$ cat config.mk
export PLATFORM = sky130hd
export DESIGN_NAME = bnn_fc_layer
export DESIGN_NICKNAME = d
export VERILOG_FILES = /design/src/rtl/bnn_fc_layer.sv
export SDC_FILE = /design/constraint.sdc
export NUM_CORES = 1
export LEC_CHECK = 0
export CORE_MARGIN = 4
export CORE_UTILIZATION = 48
export CTS_BUF_LIST = sky130_fd_sc_hd__clkbuf_8
export CTS_CLUSTER_SIZE = 10
export DETAILED_ROUTE_END_ITERATION = 7
export PLACE_DENSITY = 0.77
export SYNTH_ARGS = -nofsm -noshare
export SYNTH_HDL_FRONTEND = slang
export SYNTH_SLANG_ARGS = --single-unit
$ cat constraint.sdc
create_clock -name clk -period 17.65 [get_ports clk]
set_input_delay 1.765 -clock clk [delete_from_list [all_inputs] [get_ports clk]]
set_output_delay 1.765 -clock clk [all_outputs]
set_load 0.02 [all_outputs]
$ cat src/rtl/bnn_fc_layer.sv
// Binary fully-connected layer: streams weight/activation words, XNOR-popcounts
// each output row and writes one thresholded activation bit per neuron.
module bnn_fc_layer #(
  parameter int N_IN       = 784,
  parameter int N_OUT      = 1024,
  parameter int PAR        = 32,
  parameter int ACC_W      = 12,
  parameter int W_ADDR_LEN = 20,
  parameter int X_ADDR_LEN = 10,
  parameter int Y_ADDR_LEN = 10
) (
  input  logic                  clk,
  input  logic                  rst,
  input  logic                  start,
  input  logic                  en,
  input  logic [ACC_W-1:0]      thresh,
  output logic                  busy,
  output logic                  done,
  output logic [W_ADDR_LEN-1:0] w_addr,
  output logic                  w_rd,
  input  logic [PAR-1:0]        w_data,
  output logic [X_ADDR_LEN-1:0] x_addr,
  output logic                  x_rd,
  input  logic [PAR-1:0]        x_data,
  output logic [Y_ADDR_LEN-1:0] y_addr,
  output logic                  y_we,
  output logic                  y_data
);

  localparam int WPR  = (N_IN + PAR - 1) / PAR;
  localparam int REM  = N_IN - (WPR - 1) * PAR;
  localparam int PC_W = $clog2(PAR + 1);
  // Only the low REM bits of the final word are real input neurons.
  localparam logic [PAR-1:0]        LAST_MASK = {PAR{1'b1}} >> (PAR - REM);
  localparam logic [X_ADDR_LEN-1:0] K_LAST    = X_ADDR_LEN'(WPR - 1);
  localparam logic [Y_ADDR_LEN-1:0] O_LAST    = Y_ADDR_LEN'(N_OUT - 1);

  typedef enum logic [1:0] {S_IDLE, S_RUN, S_DRAIN, S_DONE} state_t;

  state_t                  state, state_nxt;
  logic [X_ADDR_LEN-1:0]   k;
  logic [Y_ADDR_LEN-1:0]   o;
  logic [ACC_W-1:0]        thr;
  logic [ACC_W-1:0]        acc;
  logic                    vld;
  logic                    last_tag;
  logic [Y_ADDR_LEN-1:0]   o_tag;
  logic                    issue;
  logic                    last_issue;
  logic [PAR-1:0]          match;
  logic [PC_W-1:0]         pc;
  logic [ACC_W-1:0]        sum;

  function automatic logic [PC_W-1:0] popcount(input logic [PAR-1:0] v);
    logic [PC_W-1:0] c;
    c = '0;
    for (int i = 0; i < PAR; i++) c = c + PC_W'(v[i]);
    return c;
  endfunction

  assign issue      = (state == S_RUN) && en;
  assign last_issue = issue && (k == K_LAST) && (o == O_LAST);
  assign x_addr     = k;

  always_ff @(posedge clk or negedge rst) begin
    if (!rst) state <= S_IDLE;
    else      state <= state_nxt;
  end

  always_comb begin
    state_nxt = state;
    busy      = 1'b0;
    done      = 1'b0;
    w_rd      = 1'b0;
    x_rd      = 1'b0;
    case (state)
      S_IDLE:  if (start) state_nxt = S_RUN;
      S_RUN: begin
        busy = 1'b1;
        w_rd = issue;
        x_rd = issue;
        if (last_issue) state_nxt = S_DRAIN;
      end
      // The last row's write is registered in the same edge vld drops.
      S_DRAIN: begin
        busy = 1'b1;
        if (!vld) state_nxt = S_DONE;
      end
      S_DONE: begin
        done      = 1'b1;
        state_nxt = S_IDLE;
      end
      default: state_nxt = S_IDLE;
    endcase
  end

  always_ff @(posedge clk or negedge rst) begin
    if (!rst) begin
      k      <= '0;
      o      <= '0;
      w_addr <= '0;
      thr    <= '0;
    end else if (state == S_IDLE && start) begin
      k      <= '0;
      o      <= '0;
      w_addr <= '0;
      thr    <= thresh;
    end else if (issue) begin
      w_addr <= w_addr + 1'b1;
      if (k == K_LAST) begin
        k <= '0;
        o <= o + 1'b1;
      end else begin
        k <= k + 1'b1;
      end
    end
  end

  assign match = ~(w_data ^ x_data) & (last_tag ? LAST_MASK : {PAR{1'b1}});
  assign pc    = popcount(match);
  assign sum   = acc + ACC_W'(pc);

  // Returned data is consumed on vld alone, so en never drops an in-flight word.
  always_ff @(posedge clk or negedge rst) begin
    if (!rst) begin
      vld      <= 1'b0;
      last_tag <= 1'b0;
      o_tag    <= '0;
      acc      <= '0;
      y_we     <= 1'b0;
      y_data   <= 1'b0;
      y_addr   <= '0;
    end else begin
      vld  <= issue;
      y_we <= 1'b0;
      if (issue) begin
        last_tag <= (k == K_LAST);
        o_tag    <= o;
      end
      if (vld) begin
        if (last_tag) begin
          y_we   <= 1'b1;
          y_data <= (sum >= thr);
          y_addr <= o_tag;
          acc    <= '0;
        end else begin
          acc <= sum;
        end
      end else if (state == S_IDLE && start) begin
        acc <= '0;
      end
    end
  end

endmodule

[Word-level counts from Yosys, hierarchy flattened]
Index checks and enable logic that the tools add are counted.
Cells by class
  divide/modulo/power cells: 0
  order comparisons: 1
  shift operators: 0
  multiplexer cells: 21
  reduce and logical (&&, ||, !) cells: 12
  $add $sub $neg: 35
  bitwise gates (word level): 3
  eq/ne operators: 8
  $mul: 0
Operators by type and width (count)
  $add A6 B1 Y6: 26
  $mux W10: 6
  $mux W20: 2
  $mux W12: 3
  $and A32 B32 Y32: 1
  $mux W32: 1
  $not A32 Y32: 1
  $xor A32 B32 Y32: 1
  $add A10 B1 Y10 const B: 2
  $add A20 B1 Y20 const B: 1
  $add A12 B6 Y12: 1
  $ge A12 B12 Y1: 1
  $eq A10 B10 Y1 const B: 1
  $eq A10 B5 Y1 const B: 1
  $pmux W2 S4: 1
  $add A5 B1 Y6: 1
  $mux W2: 3
  $ne A2 B2 Y1 const B: 3
  $reduce_bool A2 Y1: 3
  $add A4 B1 Y5: 1
  $mux W1: 5
  $add A3 B1 Y4: 1
  $eq A2 B2 Y1 const B: 2
  $logic_and A1 B1 Y1: 4
  other kinds (7): 8
Word-level totals
  memory bits (read-only): 0
  output and inout bits: 46
  word-level logic and storage cells: 92
  memory bits (writable): 0
  bits in latches: 0
  flip-flop bits (word level): 90
  memories: 0
  bits of input ports: 80

[Logic depth before layout (Yosys ltp)]
  word-level depth: 37
  mapped depth: 25
  depth with buffers taken out: 24

[Worst setup path before layout]
OpenSTA, ideal clock, no wires.
  path type: input to register
  from: input port x_data[16]
  to: register y_data
  data required time: 17568 ps
  stages on the path: 24
  library setup time: 82 ps
  arrival: 7610 ps
  path buffers: 0
  setup slack: 9958 ps
  path through: xnor2_1 > nand2b_1 > fa_1 > fa_1 > inv_1 > fa_1 > inv_1 > fa_1 > fa_1 > inv_1 > fa_1 > fa_1 > inv_1 > fa_1 > nor2b_1 > o31a_1 > o21a_1 > or3_1 > and2_1 > ha_1 > nand4_1 > nor4_1 > o21ai_0 > a31oi_1
On the way
  cells in the longest elaborated chain, start to end: 21
RTL lines
  from (decl): line 24  | input logic [PAR-1:0] x_data,
  $xor A32 B32 Y32: line 119  | assign match = ~(w_data ^ x_data) & (last_tag ? LAST_MASK : {PAR{1'b1}});
  $not A32 Y32: line 119
  $and A32 B32 Y32: line 119
  $add A6 B1 Y6 (16 in series): line 57  | for (int i = 0; i < PAR; i++) c = c + PC_W'(v[i]);
  $add A12 B6 Y12: line 121  | assign sum = acc + ACC_W'(pc);
  $ge A12 B12 Y1: line 143  | y_data <= (sum >= thr);
  to (signal assigned): line 143
  to (decl): line 27  | output logic y_data
No other way between the ends.
A chain may end at the register's enable or synchronous reset.

[Worst setup path after layout]
  from: input port w_data[16]
  to: register y_data
On the way
  cells in the longest elaborated chain, start to end: 21
RTL lines
  from (decl): line 21  | input logic [PAR-1:0] w_data,
  $xor A32 B32 Y32: line 119
  $not A32 Y32: line 119
  $and A32 B32 Y32: line 119
  $add A6 B1 Y6 (16 in series): line 57
  $add A12 B6 Y12: line 121
  $ge A12 B12 Y1: line 143
No other way between the ends.

==> impl_metrics.ini <==
[placement]
placed_cell_area_um2 = 7030
place_ws_ns = 9.17
io_buffers = 125
gp_congestion = 0.830
hpwl_um = 9710

[detailed_routing]
post_drt_wl_per_cell_um = 15.3
ant_nets = 0
vias = 4383
viasPerCell = 5.21
drt_iter0_markers = 129
drc = 0
postRouteWirelength_um = 12800
dr.pass1.iters = 5

[clocking]
cts_resized = 0
cts_buffers = 9
clock_path_buffers = 2
cts_tree = done
holdBufCountCts = 0
htreeDepth = 3
cts.sinks = 90
post-cts-setup-buffer-count = 0
clkTransAtPathRegs_ns = 0.10
clk_latency_ns = 0.38
cts-root-buf = clkbuf_8

[timing]
fin_setup_tns_ns = 0
slew_headroom_pct = 22.6
hold_viol_final = 0
tightest_slew_ns = 1.16
finalSetupViolCount = 0
skew_ns = 0.0103
fmax_ghz = 0.124
period_needed_ns = 8.07
rsz0062_at_grt = no
setup_ws_ns = 9.58
period_share_pct = 45.7
slew_viol_final = 0

[synth]
synth_edf_count = 0
ys_seq_elements = 90
ys_types = 49
ys_top_cells_by_area = dfrtp_1 (40%), fa_1 (9.2%), ha_1 (7.9%)
synth-main-ff-cell = dfrtp_1
syn-num-nets = 717
syn-cell-area_um2 = 5680
synthArstFlopShare_pct = 100
synth_seq_area_share_pct = 39.7
synth_area_leader_cell = dfrtp_1
syn-instance-count = 575
synth_most_common_cell = dfrtp_1
syn_avg_cell_area_um2 = 9.88
synth_top_area_share_pct = 39.7
ys_warn_count = 0
synth_commonest_cells = dfrtp_1 (90), nand2_1 (67), inv_1 (51), nor2_1 (49), xnor2_1 (44)

[min_path]
hold_path.class = flop to flop

[critical_path]
crit_path_frequent_cell = fa_1
cp_slowest_cell = fa_1
cp-end-kind = flop
worst_path_largest_cell_delay_ns = 0.55
crit_required_ns = 17.96
crit_type = input pin to flop
critical_path_arrival_ns = 8.37
crit_fanout = 4
critPathLaunchType = input pin

[global_routing]
grt_overflow = 0
grt_start_max_net_pins = 81
track_usage_pct = 19.5
grt_pass1_wl_um = 21200
antenna_found_initial = 0
grt_pass1_vias = 4548

[floorplan]
rows = 39
die_h_um = 117
fp.dieArea_um2 = 13600
fp.dieW_um = 117
initial_utilization_pct = 49.3
io_pins = 126
core_um2 = 11500

[power]
power.leakage_uw = 0.00342
vdd_drop_max_v = 0.000306
p_per_area_nw_per_um2 = 227

[final_layout]
area_delta_synth_final_pct = 27.7
layout.nets = 835
drive_above_1_share_pct = 4.73
design_area_um2 = 7250
finish.utilization_pct = 63.0
num_antenna_cells = 0

[outcome]
status = completed

[flow_run]
cap_violations = 0
-- routing by layer --
layer	global-route usage, %	up-vias	part of all wire (%)
met4	6.27	0	1.7
li1	-	2125	-
met2	33.4	99	51
met3	4.83	19	5.7
met5	0	-	0
met1	24.2	2140	42
-- final cells by class --
| type | instances | area, um2 |
|---|---|---|
| fillers | 919 | 4260 |
| multi-input cells | 415 | 3150 |
| flip-flops and latches | 90 | 2250 |
| repair buffers | 126 | 1260 |
| inverters | 51 | 191 |
| well taps | 143 | 179 |
| clock buffers | 10 | 138 |
| clock inverters | 6 | 83.8 |
-- cells in the final DEF (no fill, tap or decap), drive strengths merged, types with 2 or more instances in the layout --
cell type	instances
a21oi	16
clkdlybuf4s50	124
mux2	12
clkbuf	10
buf	2
nand2	67
or3	10
and2	5
and4	5
a21o	3
or4	2
o21a	2
ha	36
clkinv	2
o2111ai	2
xnor2	44
inv	54
and3	9
a22o	4
nor2b	4
o211ai	4
nand3	12
nor3	7
nor4	2
fa	26
xor2	28
nor2	49
o21ai	26
nand2b	16
dfrtp	90
nand4	10
-- where the power goes --
part           leakage (uW)  internal (uW)  switching [uW]
Combinational       0.00216            533             688
Clock              0.000112           72.7            81.4
Sequential          0.00115            241            31.7
-- flip-flops by register name (all words and copies together) (netlist names) --
name	cells
state	2
x_addr	10
thr	12
y_we	1
y_data	1
vld	1
o_tag	10
y_addr	10
acc	12
o	10
w_addr	20
last_tag	1
-- cell families after synthesis --
| group | count (synthesis) | synth area share [%] |
|---|---|---|
| AOI/OAI and AO/OA | 67 | 7.45 |
| xor gates and xnor gates | 72 | 11.1 |
| and+or+nand+nor | 201 | 17.3 |
| buffers and inverters | 70 | 4.85 |
| DFF | 90 | 39.7 |
| adders and majority gates | 62 | 17.1 |
| muxes | 13 | 2.56 |
-- stage by stage --
stage | cells | total power (uW) | hold WS [ns]
final | 841 | 1650 | 0.484
after global routing | 841 | 1850 | 0.508
after CTS | 841 | 1660 | 0.489
after detailed placement | 825 | 1500 | 0.463
after global placement | 825 | 1460 | 0.459
after floorplan | 575 | 1190 | 0.442
-- path summary, 6_finish.rpt --
kind / from / slack (ns) / end / depth (start not counted)
hold / removal: o_tag[7]$_DFFE_PN0P_ / 0.48 / o_tag[7]$_DFFE_PN0P_ / 2
setup / recovery: w_data[16] / 9.58 / y_data$_DFFE_PN0P_ / 25
max in group asynchronous: rst / 15.21 / w_addr[19]$_DFFE_PN0P_ / 2
hold reg to reg: o_tag[7]$_DFFE_PN0P_ / 0.48 / o_tag[7]$_DFFE_PN0P_ / 2
setup reg to reg: last_tag$_DFFE_PN0P_ / 10.84 / y_data$_DFFE_PN0P_ / 23
min in group asynchronous: rst / 1.20 / w_addr[15]$_DFFE_PN0P_ / 1
-- critical path: cells and delay by family --
| family | cells | cell delay [ns] |
|---|---|---|
| xor gates and xnor gates | 1 | 0.12 |
| adders and majority gates | 9 | 4.00 |
| buffers and inverters | 5 | 0.70 |
| AOI/OAI and AO/OA | 4 | 0.74 |
| and+or+nand+nor | 6 | 1.01 |
Note: power is estimated with default switching activity, not from simulation.
